`src/rtl/llc_req_scheduler_pkg.sv`:
```
// Shared types and constants for the LLC request scheduler.
//  - trace command codes (L1-side 0,1,2,8,9; snoop 3..6; 7 and >9 illegal)
//  - bus operation and scheduler state encodings
//  - req_t: {cmd, addr} pair carried through the FIFO and holding register
package llc_req_scheduler_pkg;

    localparam int CMDSIZE          = 4;
    localparam int ADDR_BITS        = 32;
    localparam int BYTE_OFFSET_BITS = 6;

    localparam logic [CMDSIZE-1:0] CMD_READ      = 4'd0;
    localparam logic [CMDSIZE-1:0] CMD_WRITE     = 4'd1;
    localparam logic [CMDSIZE-1:0] CMD_IFETCH    = 4'd2;
    localparam logic [CMDSIZE-1:0] CMD_SNP_INV   = 4'd3;
    localparam logic [CMDSIZE-1:0] CMD_SNP_READ  = 4'd4;
    localparam logic [CMDSIZE-1:0] CMD_SNP_WRITE = 4'd5;
    localparam logic [CMDSIZE-1:0] CMD_SNP_RWIM  = 4'd6;
    localparam logic [CMDSIZE-1:0] CMD_CLEAR     = 4'd8;
    localparam logic [CMDSIZE-1:0] CMD_PRINT     = 4'd9;

    typedef enum logic [1:0] {
        BUS_READ, BUS_WRITE, BUS_INVALIDATE, BUS_RWIM
    } bus_op_t;

    typedef enum logic [2:0] {
        S_IDLE, S_ISSUE, S_WAIT, S_WB, S_FILL, S_INV, S_DONE
    } sched_state_t;

    typedef struct packed {
        logic [CMDSIZE-1:0]   cmd;
        logic [ADDR_BITS-1:0] addr;
    } req_t;

    function automatic logic cmd_illegal(input logic [CMDSIZE-1:0] c);
        return (c == 4'd7) || (c > 4'd9);
    endfunction

    // Data read / write / instruction fetch: the commands that can miss and fill
    function automatic logic cmd_is_rw(input logic [CMDSIZE-1:0] c);
        return (c == CMD_READ) || (c == CMD_WRITE) || (c == CMD_IFETCH);
    endfunction

endpackage

```
`src/rtl/llc_req_scheduler_fifo.sv`:
```
// llc_req_fifo: synchronous FIFO, DEPTH entries of W bits.
//  i_clk, i_rst   clock, synchronous active-high reset
//  i_push/i_data  write (ignored when full)
//  i_pop          read (ignored when empty)
//  o_head         entry at the read pointer
//  o_full/o_empty status
module llc_req_fifo #(
    parameter int DEPTH = 4,
    parameter int W     = 8
) (
    input  logic         i_clk,
    input  logic         i_rst,
    input  logic         i_push,
    input  logic [W-1:0] i_data,
    input  logic         i_pop,
    output logic [W-1:0] o_head,
    output logic         o_full,
    output logic         o_empty
);
    localparam int AW = $clog2(DEPTH);

    // Pointers carry an extra wrap bit to tell full from empty
    logic [AW:0]  r_wr_ptr, r_rd_ptr;
    logic [W-1:0] r_mem [DEPTH];

    assign o_empty = (r_wr_ptr == r_rd_ptr);
    assign o_full  = (r_wr_ptr[AW] != r_rd_ptr[AW]) &&
                     (r_wr_ptr[AW-1:0] == r_rd_ptr[AW-1:0]);
    assign o_head  = r_mem[r_rd_ptr[AW-1:0]];

    always_ff @(posedge i_clk) begin
        if (i_rst) begin
            r_wr_ptr <= '0;
            r_rd_ptr <= '0;
        end else begin
            if (i_push && !o_full) r_wr_ptr <= r_wr_ptr + 1'b1;
            if (i_pop && !o_empty) r_rd_ptr <= r_rd_ptr + 1'b1;
        end
    end

    always_ff @(posedge i_clk) begin
        if (i_push && !o_full) r_mem[r_wr_ptr[AW-1:0]] <= i_data;
    end

endmodule

```
`src/rtl/llc_req_scheduler.sv`:
```
// llc_req_scheduler: arbitrates L1 requests (FIFO) against snoops (one-entry
// holding register), issues one LLC lookup at a time and sequences the
// resulting bus operations (victim writeback, fill, invalidate).
//  i_p_*   processor request in (valid/ready, cmd, addr)
//  i_s_*   snoop request in (valid/ready, cmd, addr)
//  o_l_*   LLC lookup out; i_l_* lookup result (done pulse, hit, need_wb, shared, wb_addr)
//  o_bus_* bus operation out; i_bus_ack accepts it
//  o_busy, o_done (retire pulse), o_bad_cmd (illegal command dropped pulse)
module llc_req_scheduler
    import llc_req_scheduler_pkg::*;
#(
    parameter int PQ_DEPTH     = 4,
    parameter int STARVE_LIMIT = 3
) (
    input  logic                 i_clk,
    input  logic                 i_rst,
    input  logic                 i_p_valid,
    output logic                 o_p_ready,
    input  logic [CMDSIZE-1:0]   i_p_cmd,
    input  logic [ADDR_BITS-1:0] i_p_addr,
    input  logic                 i_s_valid,
    output logic                 o_s_ready,
    input  logic [CMDSIZE-1:0]   i_s_cmd,
    input  logic [ADDR_BITS-1:0] i_s_addr,
    output logic                 o_l_valid,
    input  logic                 i_l_ready,
    output logic [CMDSIZE-1:0]   o_l_cmd,
    output logic [ADDR_BITS-1:0] o_l_addr,
    input  logic                 i_l_done,
    input  logic                 i_l_hit,
    input  logic                 i_l_need_wb,
    input  logic                 i_l_shared,
    input  logic [ADDR_BITS-1:0] i_l_wb_addr,
    output logic                 o_bus_valid,
    output bus_op_t              o_bus_op,
    output logic [ADDR_BITS-1:0] o_bus_addr,
    input  logic                 i_bus_ack,
    output logic                 o_busy,
    output logic                 o_done,
    output logic                 o_bad_cmd
);
    localparam int SW = $clog2(STARVE_LIMIT + 1);

    sched_state_t r_state, w_next;

    logic [$bits(req_t)-1:0] w_head_raw;
    req_t    w_head, w_grant_req, r_s_req, r_req;
    logic    w_fifo_full, w_fifo_empty;
    logic    r_s_held, r_req_snoop;
    logic [ADDR_BITS-1:0] r_wb_addr, w_line_addr;
    logic [SW-1:0] r_starve;
    logic    r_l_valid, r_bus_valid, r_bad_cmd;
    logic    w_head_barrier, w_pick_snoop, w_grant_s, w_grant_p, w_grant_bad;

    llc_req_fifo #(.DEPTH(PQ_DEPTH), .W($bits(req_t))) u_fifo (
        .i_clk  (i_clk),
        .i_rst  (i_rst),
        .i_push (i_p_valid),
        .i_data ({i_p_cmd, i_p_addr}),
        .i_pop  (w_grant_p),
        .o_head (w_head_raw),
        .o_full (w_fifo_full),
        .o_empty(w_fifo_empty)
    );

    assign w_head    = req_t'(w_head_raw);
    assign o_p_ready = !w_fifo_full;
    assign o_s_ready = !r_s_held;

    // A barrier (8/9) at the head yields to a held snoop even past the
    // starvation limit; otherwise the two would block each other forever.
    assign w_head_barrier = (w_head.cmd == CMD_CLEAR) || (w_head.cmd == CMD_PRINT);
    assign w_pick_snoop   = r_s_held && ((r_starve < SW'(STARVE_LIMIT)) ||
                                         w_fifo_empty || w_head_barrier);
    assign w_grant_s      = (r_state == S_IDLE) && w_pick_snoop;
    assign w_grant_p      = (r_state == S_IDLE) && !w_pick_snoop && !w_fifo_empty;
    assign w_grant_req    = w_grant_s ? r_s_req : w_head;
    assign w_grant_bad    = cmd_illegal(w_grant_req.cmd);
    assign w_line_addr    = {r_req.addr[ADDR_BITS-1:BYTE_OFFSET_BITS],
                             {BYTE_OFFSET_BITS{1'b0}}};

    // State register
    always_ff @(posedge i_clk) begin
        if (i_rst) r_state <= S_IDLE;
        else       r_state <= w_next;
    end

    // Next-state logic
    always_comb begin
        w_next = r_state;
        case (r_state)
            S_IDLE:  if ((w_grant_s || w_grant_p) && !w_grant_bad) w_next = S_ISSUE;
            S_ISSUE: if (r_l_valid && i_l_ready) w_next = S_WAIT;
            S_WAIT: if (i_l_done) begin
                if (!r_req_snoop && cmd_is_rw(r_req.cmd) && !i_l_hit)
                    w_next = i_l_need_wb ? S_WB : S_FILL;
                else if (!r_req_snoop && (r_req.cmd == CMD_WRITE) && i_l_hit && i_l_shared)
                    w_next = S_INV;
                else if (r_req_snoop && ((r_req.cmd == CMD_SNP_READ) ||
                         (r_req.cmd == CMD_SNP_RWIM)) && i_l_hit && i_l_need_wb)
                    w_next = S_WB;
                else
                    w_next = S_DONE;
            end
            S_WB:    if (r_bus_valid && i_bus_ack) w_next = r_req_snoop ? S_DONE : S_FILL;
            S_FILL,
            S_INV:   if (r_bus_valid && i_bus_ack) w_next = S_DONE;
            S_DONE:  w_next = S_IDLE;
            default: w_next = S_IDLE;
        endcase
    end

    // Outputs
    always_comb begin
        o_bus_op   = BUS_READ;
        o_bus_addr = '0;
        case (r_state)
            S_WB:   begin o_bus_op = BUS_WRITE; o_bus_addr = r_wb_addr; end
            S_FILL: begin
                o_bus_op   = (r_req.cmd == CMD_WRITE) ? BUS_RWIM : BUS_READ;
                o_bus_addr = w_line_addr;
            end
            S_INV:  begin o_bus_op = BUS_INVALIDATE; o_bus_addr = w_line_addr; end
            default: ;
        endcase
    end

    assign o_done      = (r_state == S_DONE);
    assign o_busy      = (r_state != S_IDLE) || !w_fifo_empty || r_s_held;
    assign o_l_valid   = r_l_valid;
    assign o_l_cmd     = r_req.cmd;
    assign o_l_addr    = r_req.addr;
    assign o_bus_valid = r_bus_valid;
    assign o_bad_cmd   = r_bad_cmd;

    always_ff @(posedge i_clk) begin
        if (i_rst) begin
            r_s_held    <= 1'b0;
            r_s_req     <= '0;
            r_req       <= '0;
            r_req_snoop <= 1'b0;
            r_wb_addr   <= '0;
            r_starve    <= '0;
            r_l_valid   <= 1'b0;
            r_bus_valid <= 1'b0;
            r_bad_cmd   <= 1'b0;
        end else begin
            r_bad_cmd <= (w_grant_s || w_grant_p) && w_grant_bad;

            if (w_grant_s)
                r_s_held <= 1'b0;
            else if (i_s_valid && !r_s_held) begin
                r_s_held <= 1'b1;
                r_s_req  <= '{cmd: i_s_cmd, addr: i_s_addr};
            end

            if ((w_grant_s || w_grant_p) && !w_grant_bad) begin
                r_req       <= w_grant_req;
                r_req_snoop <= w_grant_s;
            end

            if (w_grant_p)
                r_starve <= '0;
            else if (w_grant_s && !w_fifo_empty && (r_starve < SW'(STARVE_LIMIT)))
                r_starve <= r_starve + 1'b1;

            // l_valid rises one cycle into ISSUE and drops on the accept edge
            r_l_valid <= (r_state == S_ISSUE) && !(r_l_valid && i_l_ready);

            if ((r_state == S_WAIT) && i_l_done) r_wb_addr <= i_l_wb_addr;

            // Clearing on ack forces a one-cycle gap between WB and FILL so
            // each bus op gets its own valid run.
            r_bus_valid <= (w_next inside {S_WB, S_FILL, S_INV}) &&
                           !(r_bus_valid && i_bus_ack);
        end
    end

endmodule

```
`config.mk`:
```
export PLATFORM = sky130hd
export DESIGN_NAME = llc_req_scheduler
export DESIGN_NICKNAME = d
export VERILOG_FILES = /design/src/rtl/llc_req_scheduler_pkg.sv /design/src/rtl/llc_req_scheduler_fifo.sv /design/src/rtl/llc_req_scheduler.sv
export SDC_FILE = /design/constraint.sdc
export NUM_CORES = 1
export LEC_CHECK = 0
export ABC_AREA = 1
export CAP_MARGIN = 20
export CORE_MARGIN = 8
export CORE_UTILIZATION = 45
export CTS_CLUSTER_SIZE = 40
export DETAILED_ROUTE_END_ITERATION = 16
export HOLD_SLACK_MARGIN = 0.15
export PLACE_DENSITY = 0.82
export SKIP_CTS_REPAIR_TIMING = 1
export SLEW_MARGIN = 20
export SYNTH_ARGS = -nofsm -noshare
export SYNTH_HDL_FRONTEND = slang
export SYNTH_SLANG_ARGS = --single-unit
```
`constraint.sdc`:
```
create_clock -name i_clk -period 2.56 [get_ports i_clk]
set_input_delay 0.384 -clock i_clk [delete_from_list [all_inputs] [get_ports i_clk]]
set_output_delay 0.384 -clock i_clk [all_outputs]
set_load 0.02 [all_outputs]
```
==> summary.txt <==
Outcome
  • Status: complete, no violations

Finish
  • Final Cell Area: 14310 um2
  • Final Non-Filler Cells: 1651
  • Share of layout cells above drive strength 1: 9.467%
  • Final core occ: 60.76%
  • Syn-to-layout area delta: 32.08%
  • # fillers: 1849
  • Layout net count: 1431

STA
  • Slew HR: 64.59%
  • Count of final max-slew check failures: 0
  • Hold WS: 0.3603 ns
  • Final clock skew: 0.009675 ns
  • Final Critical Period: 2.399 ns
  • Unrepaired setup endpoints after global routing: no
  • Setup violations, final: 0
  • Actual slew at the worst max-slew pin: 0.5311 ns
  • Fin. Hold Viols: 0
  • Final Cycle Share: 93.73%
  • Fmax: 0.4168 GHz

Synth
  • Mapped Avg Cell Area: 9.559 um2
  • Syn nets: 1253
  • Post-synthesis cell area: 10830 um2
  • Synth Warn #: 0
  • Synthesized instance count: 1133
  • Sequential area share after synthesis: 62.48%
  • Cell variety after synth: 36
  • Flops & latches, synth: 266

Global routing
  • Vias in the first global route: 8516
  • Largest net degree at the start of global routing: 53
  • First-pass GRT wire length: 46150 um
  • Tot GR Track Use: 19.86%
  • GRT overflow: 0
  • Antenna violations before repair: 4

Setup path
  • Critical Path RT: 3.00 ns
  • Critical path arrival: 2.84 ns
  • Critical Path Start Type: flip-flop
  • CP Class: flip-flop to flip-flop
  • Critical Path Fanout Max: 50
  • Worst setup EP type: flip-flop

Power
  • Combinational share of power: 33.6%
  • P_int: 0.009785 W
  • VDD IR max: 0.0006759 V
  • PwrDens: 1055 nW/um2
  • Switching Share: 35.14%
  • Switching power total: 0.005302 W
  • Pleak: 5.966 nW
  • Sequential Power Share: 37.1%
  • Clock power share: 29.3%

Floorplanning
  • Initial Util: 46.00%
  • Area of the die: 29290 um2
  • Die Wd: 171.1 um
  • Ports: 191
  • Core footprint: 23540 um2
  • Num rows: 56
  • Vert. Die Dim: 171.1 um

CTS
  • CTS tree: done
  • CTS Sinks: 266
  • Num CTS Buffers: 27
  • CTS clk-pin slew, worst paths: 0.06 ns
  • H-tree Lvls: 1
  • Clock Latency Late Sink: 0.53 ns
  • CTS Buffer Depth: 3
  • CTS Root Cell: clkbuf_16

Drt
  • Drt drc: 0
  • Avg Vias per Cell: 5.366
  • Count of TritonRoute iterations in the first routing pass: 5
  • Routed Antenna Nets: 0
  • Total routed wirelength: 30160 um
  • WL/cell: 18.27 um
  • Vias post-DR: 8860
  • DR iter-0 viols: 815

Placement
  • IO Port Bufs: 190
  • HPWL Detailed: 20100 um
  • Inst Count DP: 1597
  • Area post-placement: 13140 um2
  • Final Wtd Congestion: 0.8952

Run
  • Max-Cap Viols: 0

Worst hold path
  • Hold/Removal Path Class: primary input to flip-flop
[registers in the layout, summed over array words and instances, names as in the netlist, named ones only]
name	flops
r_s_req	36
u_fifo.r_mem	144
r_s_held	1
o_l_valid	1
o_l_cmd	4
o_bad_cmd	1
o_l_addr	32
r_state	3
r_wb_addr	32
u_fifo.r_rd_ptr	3
u_fifo.r_wr_ptr	3
o_bus_valid	1
r_starve	2
r_req_snoop	1
[power groups by stage]
stage / Combinational [W] / Clock [W] / Sequential [W]
floorplan: 0.00287 / 0 / 0.00583
global placement: 0.00482 / 0 / 0.00565
detailed placement: 0.00495 / 0 / 0.00566
CTS: 0.00500 / 0.00451 / 0.00558
global route: 0.00558 / 0.00469 / 0.00565
finish: 0.00507 / 0.00442 / 0.00560
[path summary, 6_finish.rpt]
path                                           startpoint                   endpoint  slack [ns]  cells past startpoint
worst max-delay path                            flip-flop  o_l_addr[27]$_SDFFE_PP0P_        0.16                     11
worst min register to register  r_wb_addr[5]$_SDFFE_PP0P_  r_wb_addr[5]$_SDFFE_PP0P_        0.45                      2
worst max register to register                  flip-flop  o_l_addr[27]$_SDFFE_PP0P_        0.16                     11
worst min-delay path                                i_rst    r_s_req[5]$_SDFFE_PP0P_        0.36                      4
[critical path, cell delays in order, from the launching register on]
cell,delay (ns)
dfxtp_2,0.38
inv_4,0.11
buf_4,0.43
o21ai_0,0.15
o22ai_1,0.24
nand2_1,0.10
nand2_1,0.11
nand3_2,0.11
nand3_4,0.16
buf_6,0.25
nand2_1,0.08
a21oi_1,0.17
[synth_stat cells, drive strengths merged]
master / count / area, um2
o22ai: 33 / 206.5
a21oi: 62 / 347.8
o21ai: 147 / 735.7
nand3b: 1 / 7.510
inv: 49 / 188.9
nand4: 6 / 37.54
nor3b: 2 / 15.01
nor2: 203 / 764.5
ha: 6 / 75.07
a31o: 1 / 8.760
nand2: 230 / 900.9
nand3: 18 / 125.1
dfxtp: 122 / 2442
buf: 14 / 97.59
edfxtp: 144 / 4324
a22oi: 1 / 7.510
clkinv: 2 / 10.01
o211ai: 2 / 15.01
nor3: 3 / 20.02
or2: 2 / 12.51
mux2i: 1 / 10.01
clkbuf: 58 / 217.7
a32o: 26 / 260.3
[kinds of logic after synthesis]
group | after synthesis | share of synthesized area (%)
AO/OA/AOI/OAI | 272 | 14.60
buffers and inverters | 123 | 4.748
AND/OR/NAND/NOR | 465 | 17.39
adder cells (fa/ha/maj) | 6 | 0.6931
flip-flops | 266 | 62.48
multiplexers | 1 | 0.09243
[per-stage QoR]
step | total power, W | setup WS (ns) | setup TNS (ns)
after floorplan | 0.008700 | -0.3966 | -42.84
after global placement | 0.01047 | 0.2053 | 0
after detailed placement | 0.01061 | 0.1427 | 0
after CTS | 0.01508 | -0.4003 | -8.463
after global routing | 0.01592 | 0.01609 | 0
final | 0.01509 | 0.1606 | 0
[routing by layer]
metal | share of wire [%] | global-route usage (%) | up-vias
met1 | 42 | 26.86 | 4142
li1 | - | - | 4226
met2 | 44 | 30.32 | 422
met5 | 0.14 | 0 | -
met3 | 11 | 5.324 | 64
met4 | 2.7 | 6.994 | 6
[cell usage in the layout, fill, tap and decap left out, types with 2 or more instances in the layout]
cell type / netlist / final
nor3b_1: 2 / 2
a21oi_2: 10 / 10
nand2_1: 217 / 215
dlymetal6s2s_1: 0 / 35
nor2_1: 202 / 197
o211ai_1: 2 / 2
clkdlybuf4s50_1: 0 / 154
nand3_4: 2 / 2
clkbuf_1: 58 / 3
inv_1: 46 / 44
buf_6: 1 / 2
clkinv_2: 2 / 4
nand3_2: 2 / 2
ha_1: 6 / 6
nand2_2: 12 / 14
nor2_4: 0 / 5
or2_2: 2 / 2
nand4_1: 6 / 6
nor3_1: 2 / 2
dfxtp_2: 0 / 3
bufinv_16: 0 / 8
a21oi_1: 52 / 52
clkbuf_8: 0 / 3
buf_4: 5 / 20
dfxtp_1: 122 / 119
nand3_1: 14 / 14
o22ai_1: 33 / 33
buf_8: 1 / 2
inv_2: 1 / 3
clkbuf_16: 0 / 27
o21ai_0: 147 / 147
a32o_1: 26 / 26
edfxtp_1: 144 / 144
buf_12: 0 / 7
clkinvlp_2: 0 / 2
clkinvlp_4: 0 / 3
inv_4: 2 / 2
[layout make-up]
type                       instances  area [um2]  share of cell area, %
clock buffer                      33       728.2                  5.091
tap                              319       399.1                  2.790
inverter                          51       198.9                  1.391
timing repair buffer             221        2327                  16.27
multi-input combinational        744        3592                  25.11
sequential                       266        6770                  47.33
clock inverter                    16       286.5                  2.003
antenna                            1       2.502                0.01749
Power figures use the tool's default switching activity.
